<file path="config.mk">
export PLATFORM = sky130hd
export DESIGN_NAME = mc_controller_flat
export DESIGN_NICKNAME = d
export VERILOG_FILES = /design/src/rtl/mips_pkg.sv /design/src/rtl/mc_controller_if.sv /design/src/rtl/mc_controller_aludec.sv /design/src/rtl/mc_controller.sv /design/src/flat_wrapper.sv
export SDC_FILE = /design/constraint.sdc
export NUM_CORES = 1
export LEC_CHECK = 0
export CORE_MARGIN = 3
export CORE_UTILIZATION = 40
export DETAILED_ROUTE_END_ITERATION = 16
export GPL_TIMING_DRIVEN = 0
export PLACE_DENSITY = 0.87
export SETUP_SLACK_MARGIN = 0.05
export SLEW_MARGIN = 40
export SYNTH_ARGS = -nofsm -noshare
export SYNTH_HDL_FRONTEND = slang
export SYNTH_SLANG_ARGS = --single-unit
</file>
<file path="constraint.sdc">
create_clock -name clk -period 1.96 [get_ports clk]
set_input_delay 0.196 -clock clk [delete_from_list [all_inputs] [get_ports clk]]
set_output_delay 0.196 -clock clk [all_outputs]
set_load 0.005 [all_outputs]
</file>
<file path="src/rtl/mips_pkg.sv">
// Shared encodings for the multicycle MIPS control path: opcodes, functs,
// ALU control codes, ALU operation class and controller state.
package mips_pkg;

   localparam logic [5:0] OP_RTYPE = 6'b000000;
   localparam logic [5:0] OP_LW    = 6'b100011;
   localparam logic [5:0] OP_SW    = 6'b101011;
   localparam logic [5:0] OP_BEQ   = 6'b000100;
   localparam logic [5:0] OP_BNE   = 6'b000101;
   localparam logic [5:0] OP_ADDI  = 6'b001000;
   localparam logic [5:0] OP_J     = 6'b000010;

   localparam logic [5:0] FN_ADD   = 6'b100000;
   localparam logic [5:0] FN_SUB   = 6'b100010;
   localparam logic [5:0] FN_AND   = 6'b100100;
   localparam logic [5:0] FN_OR    = 6'b100101;
   localparam logic [5:0] FN_SLT   = 6'b101010;

   localparam logic [2:0] ALU_ADD  = 3'b010;
   localparam logic [2:0] ALU_SUB  = 3'b110;
   localparam logic [2:0] ALU_AND  = 3'b000;
   localparam logic [2:0] ALU_OR   = 3'b001;
   localparam logic [2:0] ALU_SLT  = 3'b111;

   typedef enum logic [1:0] {
      ALUOP_ADD   = 2'b00,
      ALUOP_SUB   = 2'b01,
      ALUOP_FUNCT = 2'b10
   } aluop_t;

   typedef enum logic [3:0] {
      S_FETCH   = 4'd0,
      S_DECODE  = 4'd1,
      S_MEMADR  = 4'd2,
      S_MEMRD   = 4'd3,
      S_MEMWB   = 4'd4,
      S_MEMWR   = 4'd5,
      S_RTYPEEX = 4'd6,
      S_RTYPEWB = 4'd7,
      S_BEQEX   = 4'd8,
      S_ADDIEX  = 4'd9,
      S_ADDIWB  = 4'd10,
      S_JEX     = 4'd11
   } state_t;

endpackage

</file>
<file path="src/rtl/mc_controller_if.sv">
// Control bundle between the controller (master) and the datapath (slave).
interface mc_controller_if;
   logic [5:0] op;
   logic [5:0] funct;
   logic       zero;
   logic       pcen;
   logic       memwrite;
   logic       irwrite;
   logic       regwrite;
   logic       iord;
   logic       memtoreg;
   logic       regdst;
   logic       alusrca;
   logic [1:0] alusrcb;
   logic [1:0] pcsrc;
   logic [2:0] alucontrol;
   logic       illegal;

   modport master (
      input  op, funct, zero,
      output pcen, memwrite, irwrite, regwrite, iord, memtoreg, regdst,
             alusrca, alusrcb, pcsrc, alucontrol, illegal
   );

   modport slave (
      output op, funct, zero,
      input  pcen, memwrite, irwrite, regwrite, iord, memtoreg, regdst,
             alusrca, alusrcb, pcsrc, alucontrol, illegal
   );
endinterface

</file>
<file path="src/rtl/mc_controller_aludec.sv">
// ALU decoder: maps operation class and funct field to an ALU control code.
module aludec
   import mips_pkg::*;
(
   input  aluop_t     aluop,
   input  logic [5:0] funct,
   output logic [2:0] alucontrol,
   output logic       funct_bad
);

   // unknown functs fall back to add and raise funct_bad for the controller
   always_comb begin
      alucontrol = ALU_ADD;
      funct_bad  = 1'b0;
      case (aluop)
         ALUOP_ADD: alucontrol = ALU_ADD;
         ALUOP_SUB: alucontrol = ALU_SUB;
         ALUOP_FUNCT: begin
            case (funct)
               FN_ADD:  alucontrol = ALU_ADD;
               FN_SUB:  alucontrol = ALU_SUB;
               FN_AND:  alucontrol = ALU_AND;
               FN_OR:   alucontrol = ALU_OR;
               FN_SLT:  alucontrol = ALU_SLT;
               default: funct_bad  = 1'b1;
            endcase
         end
         default: alucontrol = ALU_ADD;
      endcase
   end

endmodule

</file>
<file path="src/rtl/mc_controller.sv">
// Multicycle MIPS control unit.
//
//   state   | meaning
//   FETCH   | read instruction, PC <= PC + 4
//   DECODE  | register read, branch target into ALUOut, dispatch on op
//   MEMADR  | effective address for lw/sw
//   MEMRD   | data memory read
//   MEMWB   | load data into rt
//   MEMWR   | data memory write
//   RTYPEEX | ALU op selected by funct
//   RTYPEWB | ALU result into rd
//   BEQEX   | compare, PC <= ALUOut when taken (beq or bne)
//   ADDIEX  | register + sign-extended immediate
//   ADDIWB  | ALU result into rt
//   JEX     | PC <= jump target
module mc_controller
   import mips_pkg::*;
#(
   parameter bit ENABLE_BNE = 1'b1
)
(
   input  logic              clk,
   input  logic              reset,
   mc_controller_if.master   bus
);

   state_t     state_q, state_d;
   logic       is_bne_q, is_bne_d;
   logic       is_sw_q, is_sw_d;

   logic       pcwrite, branch, illegal_raw;
   logic       memwrite_raw, irwrite_raw, regwrite_raw;
   logic       iord_raw, memtoreg_raw, regdst_raw, alusrca_raw;
   logic [1:0] alusrcb_raw, pcsrc_raw;
   aluop_t     aluop;
   logic [2:0] alucontrol;
   logic       funct_bad;

   // ALU operation class depends on state only; reset pins it to add
   assign aluop = reset                  ? ALUOP_ADD   :
                  (state_q == S_RTYPEEX) ? ALUOP_FUNCT :
                  (state_q == S_BEQEX)   ? ALUOP_SUB   : ALUOP_ADD;

   aludec u_aludec (
      .aluop      (aluop),
      .funct      (bus.funct),
      .alucontrol (alucontrol),
      .funct_bad  (funct_bad)
   );

   // next-state and Moore decode of the current state
   always_comb begin
      state_d      = S_FETCH;
      is_bne_d     = is_bne_q;
      is_sw_d      = is_sw_q;
      pcwrite      = 1'b0;
      branch       = 1'b0;
      illegal_raw  = 1'b0;
      memwrite_raw = 1'b0;
      irwrite_raw  = 1'b0;
      regwrite_raw = 1'b0;
      iord_raw     = 1'b0;
      memtoreg_raw = 1'b0;
      regdst_raw   = 1'b0;
      alusrca_raw  = 1'b0;
      alusrcb_raw  = 2'b00;
      pcsrc_raw    = 2'b00;
      case (state_q)
         S_FETCH: begin
            alusrcb_raw = 2'b01;
            irwrite_raw = 1'b1;
            pcwrite     = 1'b1;
            state_d     = S_DECODE;
         end
         S_DECODE: begin
            alusrcb_raw = 2'b11;
            is_bne_d    = 1'b0;
            is_sw_d     = (bus.op == OP_SW);
            case (bus.op)
               OP_LW, OP_SW: state_d = S_MEMADR;
               OP_RTYPE:     state_d = S_RTYPEEX;
               OP_BEQ:       state_d = S_BEQEX;
               OP_BNE: begin
                  if (ENABLE_BNE) begin
                     state_d  = S_BEQEX;
                     is_bne_d = 1'b1;
                  end else begin
                     illegal_raw = 1'b1;
                  end
               end
               OP_ADDI:      state_d = S_ADDIEX;
               OP_J:         state_d = S_JEX;
               default:      illegal_raw = 1'b1;
            endcase
         end
         S_MEMADR: begin
            alusrca_raw = 1'b1;
            alusrcb_raw = 2'b10;
            state_d     = is_sw_q ? S_MEMWR : S_MEMRD;
         end
         S_MEMRD: begin
            iord_raw = 1'b1;
            state_d  = S_MEMWB;
         end
         S_MEMWB: begin
            memtoreg_raw = 1'b1;
            regwrite_raw = 1'b1;
         end
         S_MEMWR: begin
            iord_raw     = 1'b1;
            memwrite_raw = 1'b1;
         end
         S_RTYPEEX: begin
            alusrca_raw = 1'b1;
            illegal_raw = funct_bad;
            state_d     = funct_bad ? S_FETCH : S_RTYPEWB;
         end
         S_RTYPEWB: begin
            regdst_raw   = 1'b1;
            regwrite_raw = 1'b1;
         end
         S_BEQEX: begin
            alusrca_raw = 1'b1;
            pcsrc_raw   = 2'b01;
            branch      = 1'b1;
         end
         S_ADDIEX: begin
            alusrca_raw = 1'b1;
            alusrcb_raw = 2'b10;
            state_d     = S_ADDIWB;
         end
         S_ADDIWB: regwrite_raw = 1'b1;
         S_JEX: begin
            pcsrc_raw = 2'b10;
            pcwrite   = 1'b1;
         end
         default: state_d = S_FETCH;
      endcase
   end

   // reset overrides every strobe and select so nothing commits while held
   always_comb begin
      bus.pcen       = ~reset & (pcwrite | (branch & (bus.zero ^ is_bne_q)));
      bus.memwrite   = ~reset & memwrite_raw;
      bus.irwrite    = ~reset & irwrite_raw;
      bus.regwrite   = ~reset & regwrite_raw;
      bus.illegal    = ~reset & illegal_raw;
      bus.iord       = ~reset & iord_raw;
      bus.memtoreg   = ~reset & memtoreg_raw;
      bus.regdst     = ~reset & regdst_raw;
      bus.alusrca    = ~reset & alusrca_raw;
      bus.alusrcb    = reset ? 2'b00 : alusrcb_raw;
      bus.pcsrc      = reset ? 2'b00 : pcsrc_raw;
      bus.alucontrol = alucontrol;
   end

   // state and the two instruction-class bits captured in DECODE
   always_ff @(posedge clk) begin
      if (reset) begin
         state_q  <= S_FETCH;
         is_bne_q <= 1'b0;
         is_sw_q  <= 1'b0;
      end else begin
         state_q  <= state_d;
         is_bne_q <= is_bne_d;
         is_sw_q  <= is_sw_d;
      end
   end

endmodule

</file>
<file path="src/flat_wrapper.sv">
// flat-port wrapper written by rule: the top's interface ports become plain ports
module mc_controller_flat import mips_pkg::*;
#(
   parameter bit ENABLE_BNE = 1'b1
)
  (clk, reset, bus_op, bus_funct, bus_zero, bus_pcen, bus_memwrite, bus_irwrite, bus_regwrite, bus_iord, bus_memtoreg, bus_regdst, bus_alusrca, bus_alusrcb, bus_pcsrc, bus_alucontrol, bus_illegal);
  mc_controller_if bus_i ();
  input  logic clk;
  input  logic reset;
  input wire logic [$bits(bus_i.op)-1:0] bus_op;
  input wire logic [$bits(bus_i.funct)-1:0] bus_funct;
  input wire logic [$bits(bus_i.zero)-1:0] bus_zero;
  output wire logic [$bits(bus_i.pcen)-1:0] bus_pcen;
  output wire logic [$bits(bus_i.memwrite)-1:0] bus_memwrite;
  output wire logic [$bits(bus_i.irwrite)-1:0] bus_irwrite;
  output wire logic [$bits(bus_i.regwrite)-1:0] bus_regwrite;
  output wire logic [$bits(bus_i.iord)-1:0] bus_iord;
  output wire logic [$bits(bus_i.memtoreg)-1:0] bus_memtoreg;
  output wire logic [$bits(bus_i.regdst)-1:0] bus_regdst;
  output wire logic [$bits(bus_i.alusrca)-1:0] bus_alusrca;
  output wire logic [$bits(bus_i.alusrcb)-1:0] bus_alusrcb;
  output wire logic [$bits(bus_i.pcsrc)-1:0] bus_pcsrc;
  output wire logic [$bits(bus_i.alucontrol)-1:0] bus_alucontrol;
  output wire logic [$bits(bus_i.illegal)-1:0] bus_illegal;
  assign bus_i.op = bus_op;
  assign bus_i.funct = bus_funct;
  assign bus_i.zero = bus_zero;
  assign bus_pcen = bus_i.pcen;
  assign bus_memwrite = bus_i.memwrite;
  assign bus_irwrite = bus_i.irwrite;
  assign bus_regwrite = bus_i.regwrite;
  assign bus_iord = bus_i.iord;
  assign bus_memtoreg = bus_i.memtoreg;
  assign bus_regdst = bus_i.regdst;
  assign bus_alusrca = bus_i.alusrca;
  assign bus_alusrcb = bus_i.alusrcb;
  assign bus_pcsrc = bus_i.pcsrc;
  assign bus_alucontrol = bus_i.alucontrol;
  assign bus_illegal = bus_i.illegal;
  mc_controller #(.ENABLE_BNE(ENABLE_BNE)) u_core (.clk(clk), .reset(reset), .bus(bus_i));
endmodule
</file>
==> flow_summary.yaml <==
setup_path:
  reg2reg_depth: 10
  end_kind: "output port"
  crit_required_ps: 1760
  cp.depth: 9
  rr_endpoint: "u_core.state_q[1]"
  path_cells: "and2b_2 -> nand2b_4 -> nor2_4 -> buf_6 -> ha_4 -> inv_4 -> a21oi_1 -> or3_1 -> buf_2"
  path_delay_family: "simple AND/OR/NAND/NOR gates"
  critPathSlowestCell: "dfxtp_4"
  crit_path_end: "bus_alucontrol[1]"
  critPathKind: "reg2out"
  cp-start-kind: "register"
  cp_slowest_stage_delay_ps: 360
  crit_fanout: 5
  critPathLaunch: "u_core.state_q[3]"
  reg2reg_from: "u_core.state_q[3]"
  r2r_setup_slack_ps: 120
  critPathBufInv: 3
  crit_arrival_ps: 1810
status:
  status: "complete, but fails checks"
  violations: "setup timing"
placed_design:
  io_buffers: 30
  place_area_um2: 1065
  pre_cts_slack_ps: -542.0
  gpl.final_weighted_congestion: 0.8443
  hpwl_um: 1815
synth:
  muxShareOfSynthArea: 0.01363
  yosysMostFrequentCell: "nor2_1"
  synth_common_cells: "nor2_1 (10), a21oi_1 (7), nand2_1 (7)"
  synth_top_family_by_area: "simple AND/OR/NAND/NOR gates"
  ys_top_cells_by_area: "dfxtp_1 (16%), nor2_1 (5.1%), a21oi_1 (4.8%)"
  yosys_warnings: 0
  synthCells: 101
  synth_xor_area_frac: 0.03578
  synth_seq_area_share: 0.1635
  synthSimpleGateAreaFrac: 0.4310
  yosysTopAreaCell: "dfxtp_1"
  synth_fa_ha_area_frac: 0.03407
  synth-edff-count: 0
  synth_seq_cells: 6
  syn_nets: 118
  netlist_area_um2: 734.5
  syn_area_per_cell_um2: 7.272
  ys.flop_type: "dfxtp_1"
  async_flop_share: 0
  synth_compound_area_frac: 0.2692
  synth.distinct_cells: 42
  synthDominantCellAreaShare: 0.1635
final_layout:
  n_antenna_cell: 0
  area_growth_pct: 73.94
  fillCellCount: 107
  layout.nets: 159
  drive_above_1_share: 0.3000
  design_area_um2: 1277
die:
  rows: 14
  fp.dieW_um: 48.85
  placeableCoreArea_um2: 1612
  start_util: 0.4557
  ios: 31
  fp.dieH_um: 48.85
  die_area_um2: 2386
min_path:
  holdCritPathClass: "reg2reg"
  min_delay_path_depth: 2
global_routing:
  gr-total-overflow: 0
  grt_start_max_net_pins: 11
  track_usage: 0.2429
  grt_pass1_wl_um: 4588
  grt_pass1_vias: 983
  antenna_found_initial: 0
timing:
  slew_headroom: 0.6321
  worst_slew_pin_slew_ps: 551.9
  finalCritPeriodShare: 1.025
  timing.fmax_ghz: 0.4976
  worst_slack_ps: -49.64
  finalMaxSlewViolations: 0
  grt_setup_unrepaired: "yes"
  fin_crit_ps: 2010
  hold_viol: 0
  report.final.setup_viol: 2
  finClkSkew_ps: 0.6199
routing:
  viasPerCell: 6.189
  drtIter0Drc: 48
  routed_wl_um: 2832
  final_antenna_net_count: 0
  via_count: 1015
  drc: 0
  wire_per_inst_um: 17.27
  drtPass1Iterations: 4
cts:
  cts_buffers: 3
  ctsRootBufferMaster: "clkbuf_4"
  clock-sinks: 6
  cts_buffer_depth: 2
  cts_tree: "done"
  clk_pin_slew_ps: 40
  cts_hold_buf: 0
  h-tree-depth: 1
  clk_latency_ps: 230
power_and_ir_drop:
  p_leak_nw: 0.5698
  irDropWorstVdd_v: 0.0003458
  powerDensity_nw_per_um2: 295.9
flow_run:
  timing.max_cap.violations: 0
## worst min-delay path, delay by kind of cell (launching register included)
| kind | cells | cell delay, ps |
|---|---|---|
| compound gates | 1 | 50 |
| flops | 1 | 330 |
| simple gates | 1 | 60 |
## sequential cells by signal (all words and copies together), names as in the netlist
signal / flops
u_core.state_q: 4
u_core.is_bne_q: 1
u_core.is_sw_q: 1
## cell type report
type	count	area, um2	area share
sequential	6	132.6	0.1038
clock buffer	3	22.52	0.01763
inverter	5	23.77	0.01861
multi-input combinational	85	675.6	0.5289
timing repair buffer	36	341.6	0.2674
tap	24	30.03	0.02351
buffer	5	51.30	0.04016
## cell usage in the layout, fill, tap and decap left out, drive strengths merged, types with 2 or more instances in the layout
cell / netlist / final
nor3: 4 / 4
a21boi: 2 / 2
nor4b: 4 / 4
a21oi: 7 / 7
nor4: 3 / 3
xor2: 2 / 2
nand2: 7 / 7
o31ai: 2 / 2
o21ai: 2 / 2
and2b: 2 / 2
nand3: 6 / 6
or3: 2 / 2
nor2: 10 / 10
nor3b: 4 / 4
inv: 5 / 5
dlymetal6s2s: 0 / 6
nor2b: 2 / 2
clkbuf: 4 / 7
clkdlybuf4s50: 0 / 17
dfxtp: 6 / 6
a22oi: 2 / 2
buf: 1 / 11
a2111oi: 2 / 2
nand2b: 4 / 4
ha: 2 / 2
a211o: 2 / 2
dlygate4sd2: 0 / 2
a21o: 3 / 3
## logic make-up (layout without fill, tap and decap cells)
logic type      Yosys count  in the layout
simple gates             52             52
compound gates           27             27
buf+inv                  10             49
flops                     6              6
xor+xnor                  3              3
fa+ha+maj                 2              2
mux                       1              1
## where the power goes
| group | switching, mW | internal, mW | leakage [nW] |
|---|---|---|---|
| Sequential | 0.00537 | 0.122 | 0.0513 |
| Clock | 0.0362 | 0.0687 | 0.0138 |
| Combinational | 0.0706 | 0.0747 | 0.505 |
## through the flow
stage               utilization  power, mW  hold WS (ps)  TNS [ps]  std cells
floorplan                     -     0.1893         347.9         0        101
global placement         0.6607     0.2557         465.7     -1651        155
detailed placement       0.6607     0.2593         475.3     -2091        155
CTS                      0.7694     0.3785         480.5    -39.65        164
global route             0.7927     0.4063         516.3    -249.2        164
finish                   0.7927     0.3779         495.2    -71.32        164
## worst min-delay path by stage
stage	slack, ps	startpoint	end
final	500	u_core.is_bne_q	u_core.is_bne_q
after detailed placement	480	u_core.is_bne_q	u_core.is_bne_q
after floorplan	350	bus_op[3]	u_core.is_sw_q
after CTS	480	u_core.is_bne_q	u_core.is_bne_q
after global placement	470	u_core.is_sw_q	u_core.is_sw_q
after global routing	520	u_core.is_bne_q	u_core.is_bne_q
## metal layers
metal / up-vias / GRT usage / routed length [um]
li1: 456 / - / -
met1: 484 / 0.2546 / 1120
met2: 63 / 0.4457 / 1450
met3: 12 / 0.03670 / 165
met4: 0 / 0.1564 / 95
met5: - / 0 / 0
## what timing repair did
action,4_1_cts,5_1_grt
pin swaps,5,3
endpoints found under the setup margin,19,13
gates resized for setup,48,19
setup buffers,6,0
hold endpoints to repair,0,0
No activity file was read; power rests on OpenSTA's default activity.
